<file path="src/rtl/seg7_capture_decoder.sv">
// ============================================================================
//  Module   : seg7_capture_decoder
//  Captures settled patterns from a multiplexed 7-segment bus, decodes them to
//  BCD and hands off DIGITS-wide frames through a VALID/ACK handshake.
//  Revision : 1.0  initial release
// ============================================================================
`default_nettype none

module seg7_capture_decoder #(
    parameter int DIGITS        = 4,
    parameter int STABLE_CYCLES = 4,
    parameter int CNT_W         = 3
) (
    input  logic                  clk,
    input  logic                  rst_n,
    input  logic [6:0]            seg,
    input  logic [DIGITS-1:0]     dig_en,
    input  logic                  clr,
    input  logic                  ack,
    output logic [4*DIGITS-1:0]   bcd,
    output logic [DIGITS-1:0]     blank,
    output logic [DIGITS-1:0]     err,
    output logic                  valid,
    output logic                  overrun
);

    localparam int               C_SW      = 7 + DIGITS;
    // Capture fires when the count would reach STABLE_CYCLES-1 on this edge.
    localparam logic [CNT_W-1:0] C_CAP_CNT = CNT_W'(STABLE_CYCLES - 2);

    typedef enum logic [1:0] {
        ST_IDLE   = 2'd0,
        ST_SETTLE = 2'd1,
        ST_HELD   = 2'd2
    } state_t;

    state_t              r_state, w_state_next;
    logic [CNT_W-1:0]    r_cnt, w_cnt_next;
    logic [C_SW-1:0]     r_sample;
    logic [C_SW-1:0]     w_in;
    logic                w_same, w_onehot, w_capture, w_commit;
    logic [DIGITS-1:0]   r_seen;
    logic [4*DIGITS-1:0] r_sh_bcd, r_bcd;
    logic [DIGITS-1:0]   r_sh_blank, r_sh_err, r_blank, r_err;
    logic                r_valid, r_overrun;
    logic [5:0]          w_dec;

    // Returns {blank, err, bcd[3:0]}.
    function automatic logic [5:0] f_decode(input logic [6:0] s);
        logic [5:0] v;
        case (s)
            7'h7E:   v = 6'h00;
            7'h30:   v = 6'h01;
            7'h6D:   v = 6'h02;
            7'h79:   v = 6'h03;
            7'h33:   v = 6'h04;
            7'h5B:   v = 6'h05;
            7'h1F:   v = 6'h06;
            7'h70:   v = 6'h07;
            7'h7F:   v = 6'h08;
            7'h7B:   v = 6'h09;
            7'h00:   v = {2'b10, 4'hF};
            default: v = {2'b01, 4'hE};
        endcase
        return v;
    endfunction

    always_comb begin
        w_in         = {seg, dig_en};
        w_same       = (w_in == r_sample);
        w_onehot     = $onehot(dig_en);
        w_dec        = f_decode(seg);
        w_state_next = r_state;
        w_cnt_next   = r_cnt;
        w_capture    = 1'b0;
        case (r_state)
            ST_IDLE: begin
                if (w_onehot) begin
                    w_state_next = ST_SETTLE;
                    w_cnt_next   = '0;
                end
            end
            ST_SETTLE: begin
                if (w_same) begin
                    if (r_cnt == C_CAP_CNT) begin
                        w_capture    = 1'b1;
                        w_state_next = ST_HELD;
                        w_cnt_next   = '0;
                    end else begin
                        w_cnt_next = r_cnt + CNT_W'(1);
                    end
                end else begin
                    w_cnt_next   = '0;
                    w_state_next = w_onehot ? ST_SETTLE : ST_IDLE;
                end
            end
            ST_HELD: begin
                if (!w_same) begin
                    w_cnt_next   = '0;
                    w_state_next = w_onehot ? ST_SETTLE : ST_IDLE;
                end
            end
            default: w_state_next = ST_IDLE;
        endcase
        if (clr) begin
            w_state_next = ST_IDLE;
            w_cnt_next   = '0;
            w_capture    = 1'b0;
        end
        w_commit = (&r_seen) && !clr;
    end

    always_ff @(posedge clk or negedge rst_n) begin
        if (!rst_n) begin
            r_state  <= ST_IDLE;
            r_cnt    <= '0;
            r_sample <= '0;
        end else begin
            r_state  <= w_state_next;
            r_cnt    <= w_cnt_next;
            r_sample <= w_in;
        end
    end

    always_ff @(posedge clk or negedge rst_n) begin
        if (!rst_n) begin
            r_seen     <= '0;
            r_sh_bcd   <= '0;
            r_sh_blank <= '0;
            r_sh_err   <= '0;
            r_bcd      <= '0;
            r_blank    <= '0;
            r_err      <= '0;
            r_valid    <= 1'b0;
            r_overrun  <= 1'b0;
        end else if (clr) begin
            r_seen    <= '0;
            r_valid   <= 1'b0;
            r_overrun <= 1'b0;
        end else begin
            // A capture on the commit edge starts the next frame's seen mask.
            r_seen <= (w_commit ? '0 : r_seen) | (w_capture ? dig_en : '0);
            for (int i = 0; i < DIGITS; i++) begin
                if (w_capture && dig_en[i]) begin
                    r_sh_bcd[4*i +: 4] <= w_dec[3:0];
                    r_sh_blank[i]      <= w_dec[5];
                    r_sh_err[i]        <= w_dec[4];
                end
            end
            if (w_commit) begin
                r_bcd   <= r_sh_bcd;
                r_blank <= r_sh_blank;
                r_err   <= r_sh_err;
                r_valid <= 1'b1;
                if (r_valid && !ack)
                    r_overrun <= 1'b1;
            end else if (r_valid && ack) begin
                r_valid <= 1'b0;
            end
        end
    end

    assign bcd     = r_bcd;
    assign blank   = r_blank;
    assign err     = r_err;
    assign valid   = r_valid;
    assign overrun = r_overrun;

endmodule

`default_nettype wire
</file>
<file path="config.mk">
export PLATFORM = sky130hd
export DESIGN_NAME = seg7_capture_decoder
export DESIGN_NICKNAME = d
export VERILOG_FILES = /design/src/rtl/seg7_capture_decoder.sv
export SDC_FILE = /design/constraint.sdc
export NUM_CORES = 1
export LEC_CHECK = 0
export ABC_AREA = 0
export CAP_MARGIN = 20
export CORE_AREA = 3 3 78 80
export CTS_BUF_LIST = sky130_fd_sc_hd__clkbuf_16
export CTS_CLUSTER_DIAMETER = 50
export DETAILED_ROUTE_END_ITERATION = 16
export DIE_AREA = 0 0 81 83
export PLACE_DENSITY = 0.81
export SKIP_CTS_REPAIR_TIMING = 1
export SYNTH_ARGS = -nofsm -noshare
export SYNTH_HDL_FRONTEND = slang
export SYNTH_SLANG_ARGS = --single-unit
</file>
<file path="constraint.sdc">
create_clock -name clk -period 3.85 [get_ports clk]
set_input_delay 0.77 -clock clk [delete_from_list [all_inputs] [get_ports clk]]
set_output_delay 0.77 -clock clk [all_outputs]
set_load 0.01 [all_outputs]
</file>
==> impl_metrics.toml <==
[sta]
skew_ns = 0.00558
rsz0062_at_grt = "no"
relSlewSlack = 0.491
tightest_slew_ns = 0.763
fmax_mhz = 302
hold_violations = 0
fin_ws_ns = 0.539
min_period_over_period = 0.860
report.final.slew_viol_count = 0
final.setup.tns_ns = 0
period_needed_ns = 3.31
final-setup-viol-count = 0

[clock_network]
clkLatencyLatePin_ns = 0.33
cts.sinks = 70
clockBufferDepth = 2
cts_buffers = 9
path_clk_slew_ns = 0.05
root_buffer = "clkbuf_16"
cts_max_level = 3
cts_tree = "built"

[floorplanning]
io_pins = 41
die_h_um = 83
die_w_um = 81
rows = 27
die-area_um2 = 6720
core_region_area_um2 = 5470
initial_core_util = 0.587

[synthesis]
synth_nets = 282
ys_top_cells_by_count = "dfrtp_1, mux2_2, inv_1, a31oi_1, nor2_1"
syn_inst = 260
synth_area_leaders = "dfrtp_1, mux2_2, mux2i_1, mux2_1, xnor2_1"
synth-async-reset-ratio = 1.00
netlist.area_leader.share = 0.545
synth.most_common_cell = "dfrtp_1"
yosysUniqueCellTypes = 44
yosys.area.top_type = "dfrtp_1"
synth_area_per_cell_um2 = 12.4
ys_ff_latch = 70
synth_area_um2 = 3210
synth_edf_count = 0
ys.flop_type = "dfrtp_1"
ys_seq_area_frac = 0.545
synth_warnings = 0

[grt]
grt_use_met2 = 0.322
grt_first_pass_wirelength_um = 10800
grt_use_met1 = 0.289
busiest_layer = "met2"
grt_pass1_vias = 2192
antenna_found_initial = 0
overflow = 0
grt_use_met3 = 0.0412
grt_max_degree = 37
grt_use_total = 0.212

[setup_path]
rr_worst_depth = 7
path_cells = "clkdlybuf4s50_1, inv_1, fa_1, inv_1, ha_1, ha_1, nor3b_1, mux2i_1, nor2b_1, a221oi_1, mux2i_1"
cp_slowest_cell = "clkdlybuf4s50_1"
critical_path_arrival_ns = 3.50
end_kind = "flip-flop"
path_max_fanout = 6
cp_slowest_stage_delay_ns = 0.60
worstReg2RegStart = "r_state[1]"
regToRegSetupSlack_ns = 1.64
r2r_end = "r_sh_bcd[1]"
crit_type = "in2reg"
cp.required_ns = 4.04
cp-start-kind = "input pin"

[layout]
antenna_cells = 0
layout.cells.non_filler = 384
layout-drive-gt1-share = 0.192
num-nets-final = 329
syn_to_final_growth_pct = 24.3
fillCellCount = 378
design_area_um2 = 3990

[drt]
first_iter_violations = 178
via_per_inst = 5.83
post_drt_wl_per_cell_um = 16.6
vias = 2237
dr.pass1.iters = 5
drc = 0
finalWirelength_um = 6380
antenna_left = 0

[hold_path]
hold_path_end = "r_seen[3]"
min-delay-start = "r_seen[3]"
min_path_cells = 1
hp-class = "reg2reg"

[flow_run]
cap_violations = 0

[placement]
portBuffers = 40
place_area_um2 = 3680
hpwl_um = 4360
place_inst = 368
preCtsSetupSlack_ns = 0.283
gp_congestion = 0.784

[power]
p_leak_uw = 0.00190
p_per_area_nw_per_um2 = 432
peakVddDrop_v = 0.000319
finalPower_uw = 1730

[run_status]
outcome = "completed"
-- power by group --
group          total [µW]  internal [µW]  switching (µW)
Combinational         120           47.1            72.8
Sequential            749            744            4.45
Clock                 857            563             294
-- registers in the layout (all words and copies together), names as in the netlist --
name / count
r_sh_err: 4
r_seen: 4
r_sh_bcd: 16
valid: 1
r_cnt: 3
err: 4
r_sh_blank: 4
r_sample: 11
blank: 4
bcd: 16
overrun: 1
r_state: 2
-- kinds of logic after synthesis --
family          after synthesis  share of synthesized area
flops                        70                      0.545
mux                          43                      0.146
buf+inv                      33                     0.0549
compound gates               43                     0.0880
xor+xnor                     12                     0.0351
simple gates                 52                      0.101
fa+ha+maj                     7                     0.0296
-- cells in the final DEF (no fill, tap or decap), drive strengths merged, types with 3 or more instances in the layout --
| cell type | instances |
|---|---|
| nor3b | 4 |
| a21o | 5 |
| and3 | 5 |
| ha | 6 |
| nor3 | 5 |
| clkbuf | 9 |
| a31oi | 13 |
| mux2 | 32 |
| nand3 | 5 |
| a21oi | 10 |
| buf | 13 |
| xnor2 | 11 |
| mux2i | 11 |
| clkinv | 4 |
| nand4 | 5 |
| clkdlybuf4s50 | 39 |
| inv | 18 |
| nor2 | 13 |
| nor2b | 3 |
| dfrtp | 70 |
| o21ai | 5 |
-- metrics by stage --
step / utilization / hold slack [ns]
after global placement: 0.672 / 0.460
after global routing: 0.730 / 0.491
after CTS: 0.730 / 0.481
after detailed placement: 0.672 / 0.468
final: 0.730 / 0.479
after floorplan: - / 0.449
-- critical path, delay by kind of cell --
| family | cells | cell delay [ns] |
|---|---|---|
| fa+ha+maj | 3 | 0.98 |
| buf+inv | 3 | 0.75 |
| simple gates | 2 | 0.52 |
| mux | 2 | 0.26 |
| compound gates | 1 | 0.22 |
-- cell type report --
class	instances	area, µm²	share of cell area
clock buffers	9	225	0.0564
flip-flops and latches	70	1750	0.439
well taps	72	90.1	0.0226
clock inverters	7	90.1	0.0226
multi-input cells	157	1290	0.322
repair buffers	52	485	0.122
inverters	17	63.8	0.0160
-- metal layers --
metal	wire length, µm	vias up
met1	2820	1125
met3	277	12
li1	-	1018
met4	136	0
met5	0	-
met2	3140	82
-- worst max-delay path by stage --
stage,start,to,cells past startpoint
3_3_place_gp,dig_en[0],r_cnt[2],11
6_report,dig_en[0],r_cnt[2],11
5_1_grt,dig_en[0],r_cnt[2],11
4_1_cts,dig_en[0],r_cnt[2],11
2_1_floorplan,dig_en[0],r_cnt[2],10
3_5_place_dp,dig_en[0],r_cnt[2],11
Power figures use the tool's default switching activity.
==> variant 1: new RTL, same flow settings <==
The 3 states of `state_t` get a one-hot encoding in 3 bits.
--- a/src/rtl/seg7_capture_decoder.sv
+++ b/src/rtl/seg7_capture_decoder.sv
@@ -28,10 +28,10 @@
     // Capture fires when the count would reach STABLE_CYCLES-1 on this edge.
     localparam logic [CNT_W-1:0] C_CAP_CNT = CNT_W'(STABLE_CYCLES - 2);
 
-    typedef enum logic [1:0] {
-        ST_IDLE   = 2'd0,
-        ST_SETTLE = 2'd1,
-        ST_HELD   = 2'd2
+    typedef enum logic [2:0] {
+        ST_IDLE   = 3'b001,
+        ST_SETTLE = 3'b010,
+        ST_HELD   = 3'b100
     } state_t;
 
     state_t              r_state, w_state_next;
Behaviour: no difference found for any inputs over 10 cycles, from zero or initial values and one cycle with rst_n low; not proved beyond that.
==> variant 1 against the original RTL <==
Final cell count shrank 5.2%; routed wire length shrank 2.8%; combinational power shrank 23%; synthesized cell count shrank 6.2%; synthesized area shrank 0.27%; utilization is essentially flat; fmax shrank 0.15%; cell area is essentially flat; sequential cell count grew 1; global-route usage shrank 0.51 points; total power grew 7.2%; setup slack lost 0.0051 ns; critical endpoint is now r_cnt[0]; largest cell class unchanged.
==> variant 1: results (changes against the original RTL) <==
[run_status]
status = completed

[setup_path]
crit_path_max_fanout = 5  ; -1
slowest_delay_ns = 0.57  ; -0.03 ns
reg2reg_depth = 4  ; -3
r2r_start = r_cnt[2]
rr_endpoint = r_sh_err[1]

[placed_design]
dpl_cell_area_um2 = 3630  ; -1.3%
dpl.hpwl_um = 4070  ; -6.5%
gp_congestion = 0.889  ; +13%
numPortBuffers = 40  ; unchanged

[logic_synthesis]
synth_area_leaders = dfrtp_1, mux2_2, xnor2_1
synth_commonest_cells = dfrtp_1, mux2_2, nand2_1, xnor2_1, nor2_1
synth_nets = 262  ; -7.1%
yosysSeqAreaShare = 0.555  ; +0.00969
ys_types = 49  ; +11%

[global_routing]
grt_max_degree = 28  ; -24%
grt_pass1_vias = 2201  ; +0.41%
grt.total_usage = 0.207  ; -0.00510

[power]
sw_frac_of_total = 0.196  ; -0.0193
p_leak_nw = 1.89  ; -0.38%

[worst_hold_path]
hold_class = primary input to async pin

[timing]
fin_skew_ns = 0.00487  ; -0.000709 ns
worstMarginPinSlew_ns = 0.609  ; -0.153 ns

[route]
wl_um = 6200  ; -2.8%
via_count = 2041  ; -8.8%
dr.pass1.iters = 4  ; -1
drt_iter0_drc = 125  ; -30%

[cells_and_area]
drive_above_1_share = 0.274  ; +0.0817

[variant 1: area by class of cell]
type,instances,area [µm²]
tap,72,90.1
multi-input combinational,155,1310
fill,387,1480
clock buffer,9,225
clock inverter,7,136
inverter,6,22.5
sequential,71,1780
timing repair buffer,44,425
[variant 1: kinds of logic (layout without fill, tap and decap cells)]
family | Yosys count | in the layout | synth area share
flip-flops | 71 | 71 | 0.555
adder cells (fa/ha/maj) | 3 | 3 | 0.0141
multiplexers | 49 | 49 | 0.172
AND/OR/NAND/NOR | 75 | 75 | 0.152
buffers and inverters | 18 | 66 | 0.0359
AO/OA/AOI/OAI | 16 | 16 | 0.0375
XOR/XNOR | 12 | 12 | 0.0328
[variant 1: per-layer routing]
metal	global-route usage	up-vias	share of wire
met4	0.0783	0	0.014
met1	0.265	1023	0.43
met2	0.327	62	0.51
met3	0.0629	8	0.041
li1	-	948	-
met5	0	-	0
[variant 1: worst max path at each step]
stage,from,end,slack [ns],cells after the start
6_report,dig_en[0],r_cnt[0],0.53,10
5_1_grt,dig_en[0],r_cnt[0],0.33,10
4_1_cts,dig_en[0],r_cnt[0],0.52,10
3_5_place_dp,dig_en[0],r_cnt[0],0.21,10
3_3_place_gp,dig_en[0],r_cnt[0],0.33,10
2_1_floorplan,dig_en[0],r_cnt[0],1.07,9
[variant 1: metrics by stage]
| step | setup slack, ns | power, mW | hold WS, ns | cells |
|---|---|---|---|---|
| after global placement | 0.329 | 0.861 | 0.451 | 348 |
| after global routing | 0.329 | 1.91 | 0.492 | 364 |
| after detailed placement | 0.209 | 0.865 | 0.457 | 348 |
| after floorplan | 1.07 | 0.824 | 0.438 | 244 |
| after CTS | 0.524 | 1.86 | 0.464 | 364 |
| final | 0.534 | 1.85 | 0.456 | 364 |
[variant 1: power by group through the flow]
stage | combinational (mW) | sequential, mW | clock, mW
finish | 0.0919 | 0.760 | 0.998
floorplan | 0.0523 | 0.772 | 0
global placement | 0.0884 | 0.772 | 0
global route | 0.104 | 0.760 | 1.04
detailed placement | 0.0923 | 0.773 | 0
CTS | 0.0930 | 0.760 | 1.01
==> variant 2: new RTL, same flow settings <==
Made on the original files. Set the parameter `CNT_W` to 5 (it was 3).
--- a/src/rtl/seg7_capture_decoder.sv
+++ b/src/rtl/seg7_capture_decoder.sv
@@ -9,7 +9,7 @@
 module seg7_capture_decoder #(
     parameter int DIGITS        = 4,
     parameter int STABLE_CYCLES = 4,
-    parameter int CNT_W         = 3
+    parameter int CNT_W         = 5
 ) (
     input  logic                  clk,
     input  logic                  rst_n,
Behaviour: no difference found for any inputs over 10 cycles, from zero or initial values and one cycle with rst_n low; that may be too few to reach the edited logic, so the function may still have changed.
==> variant 2 against the original RTL <==
Setup slack lost 0.18 ns; total power shrank 4.6%; critical path type unchanged; synthesized cell count grew 0.77%; combinational power grew 7%; routed wire length grew 2.8%; register-to-register slack lost 0.45 ns; sequential cell count grew 2; synthesized area grew 3.3%; cell area grew 2.9%.
==> variant 2: results (changes against the original RTL) <==
[logic_synthesis]
ys_types = 46  ; +4.5%
synth_commonest_cells = dfrtp_1, mux2_2, inv_1, xnor2_1, nor2_1
ys_async_sr_fraction = 1.00  ; unchanged
yosysSeqAreaShare = 0.543  ; -0.00240
synth_nets = 286  ; +1.4%
synth_area_leaders = dfrtp_1, mux2_2, ha_1
yosys_warnings = 0  ; unchanged

[setup_path]
slowest_delay_ns = 0.53  ; -0.07 ns
crit_path_max_fanout = 7  ; +1
critPathArrivalTime_ns = 3.73  ; +0.23 ns
slowest_stage = fa_1

[placed_design]
gp_congestion = 0.924  ; +18%
dpl.hpwl_um = 4470  ; +2.7%
numPortBuffers = 40  ; unchanged

[route]
wl_um = 6550  ; +2.8%
dr.pass1.iters = 4  ; -1
drt_iter0_drc = 128  ; -28%
via_count = 2206  ; -1.4%

[worst_hold_path]
hold_class = register to register

[run_status]
status = completed

[cells_and_area]
design.final.nets = 338  ; +2.7%
n_antenna_cell = 0  ; unchanged
layout_commonest_cell = dfrtp_1
drive_above_1_share = 0.248  ; +0.0553

[timing]
slew_headroom = 0.529  ; +0.0381
fin_skew_ns = 0.00619  ; +0.000606 ns

[global_routing]
grt_pass1_vias = 2348  ; +7.1%
grt_pass1_wl_um = 11400  ; +5.6%
grt.total_usage = 0.223  ; +0.0107
grt_max_degree = 34  ; -8.1%

[cts]
clk_path_buf_depth = 2  ; unchanged
cts_buffers = 9  ; unchanged

[power]
p_leak_nw = 1.96  ; +3.0%
vdd_drop_max_v = 0.000307  ; -3.7%

==> variant 2: power breakdown <==
group	internal [mW]	switching (mW)	total (mW)
clock network	0.434	0.313	0.747
logic	0.0544	0.0742	0.129
registers	0.765	0.00517	0.770
total	1.25	0.392	1.65
==> variant 2: final cells by class <==
cell class | instances | area (µm²)
clock inverters | 7 | 46.3
inverters | 19 | 71.3
well taps | 72 | 90.1
multi-input cells | 159 | 1380
flip-flops and latches | 72 | 1800
fillers | 366 | 1370
repair buffers | 53 | 493
clock buffers | 9 | 225
==> variant 2: final timing paths <==
kind                        startpoint           to  slack [ns]  cells after the start
max in group asynchronous        rst_n      bcd[12]        2.60                      2
min in group asynchronous        rst_n  r_sample[2]        0.49                      1
min reg2reg                  r_seen[3]    r_seen[3]        0.48                      1
min                          r_seen[3]    r_seen[3]        0.48                      1
max                          dig_en[0]     r_cnt[3]        0.36                     11
max reg2reg                r_sample[1]  r_sh_bcd[3]        1.19                      5
==> variant 2: critical path, delay by kind of cell <==
family,cells,cell delay [ns]
adders and majority gates,3,0.98
and+or+nand+nor,2,0.71
AOI/OAI and AO/OA,2,0.33
buffers and inverters,3,0.66
muxes,1,0.25
==> variant 2: kinds of logic after synthesis <==
| kind of cell | synth area share |
|---|---|
| AO/OA/AOI/OAI | 0.0618 |
| XOR/XNOR | 0.0362 |
| adder cells (fa/ha/maj) | 0.0362 |
| buffers and inverters | 0.0422 |
| flip-flops | 0.543 |
| multiplexers | 0.170 |
| AND/OR/NAND/NOR | 0.110 |
==> variant 2: stage by stage <==
stage / setup slack [ns] / instance area [µm²] / hold slack [ns] / cells / total power, mW
after floorplan: 0.873 / 3320 / 0.449 / 262 / 0.858
after global placement: 0.224 / 3830 / 0.460 / 375 / 0.907
after detailed placement: 0.111 / 3830 / 0.466 / 375 / 0.910
after CTS: 0.396 / 4110 / 0.478 / 391 / 1.66
after global routing: 0.250 / 4110 / 0.514 / 391 / 1.71
final: 0.363 / 4110 / 0.480 / 391 / 1.65
==> variant 2: layer usage <==
layer / vias up / share of wire / global-route usage
li1: 1027 / - / -
met1: 1109 / 0.43 / 0.293
met2: 65 / 0.51 / 0.358
met3: 5 / 0.051 / 0.0510
met4: 0 / 0.012 / 0.0799
met5: - / 0 / 0
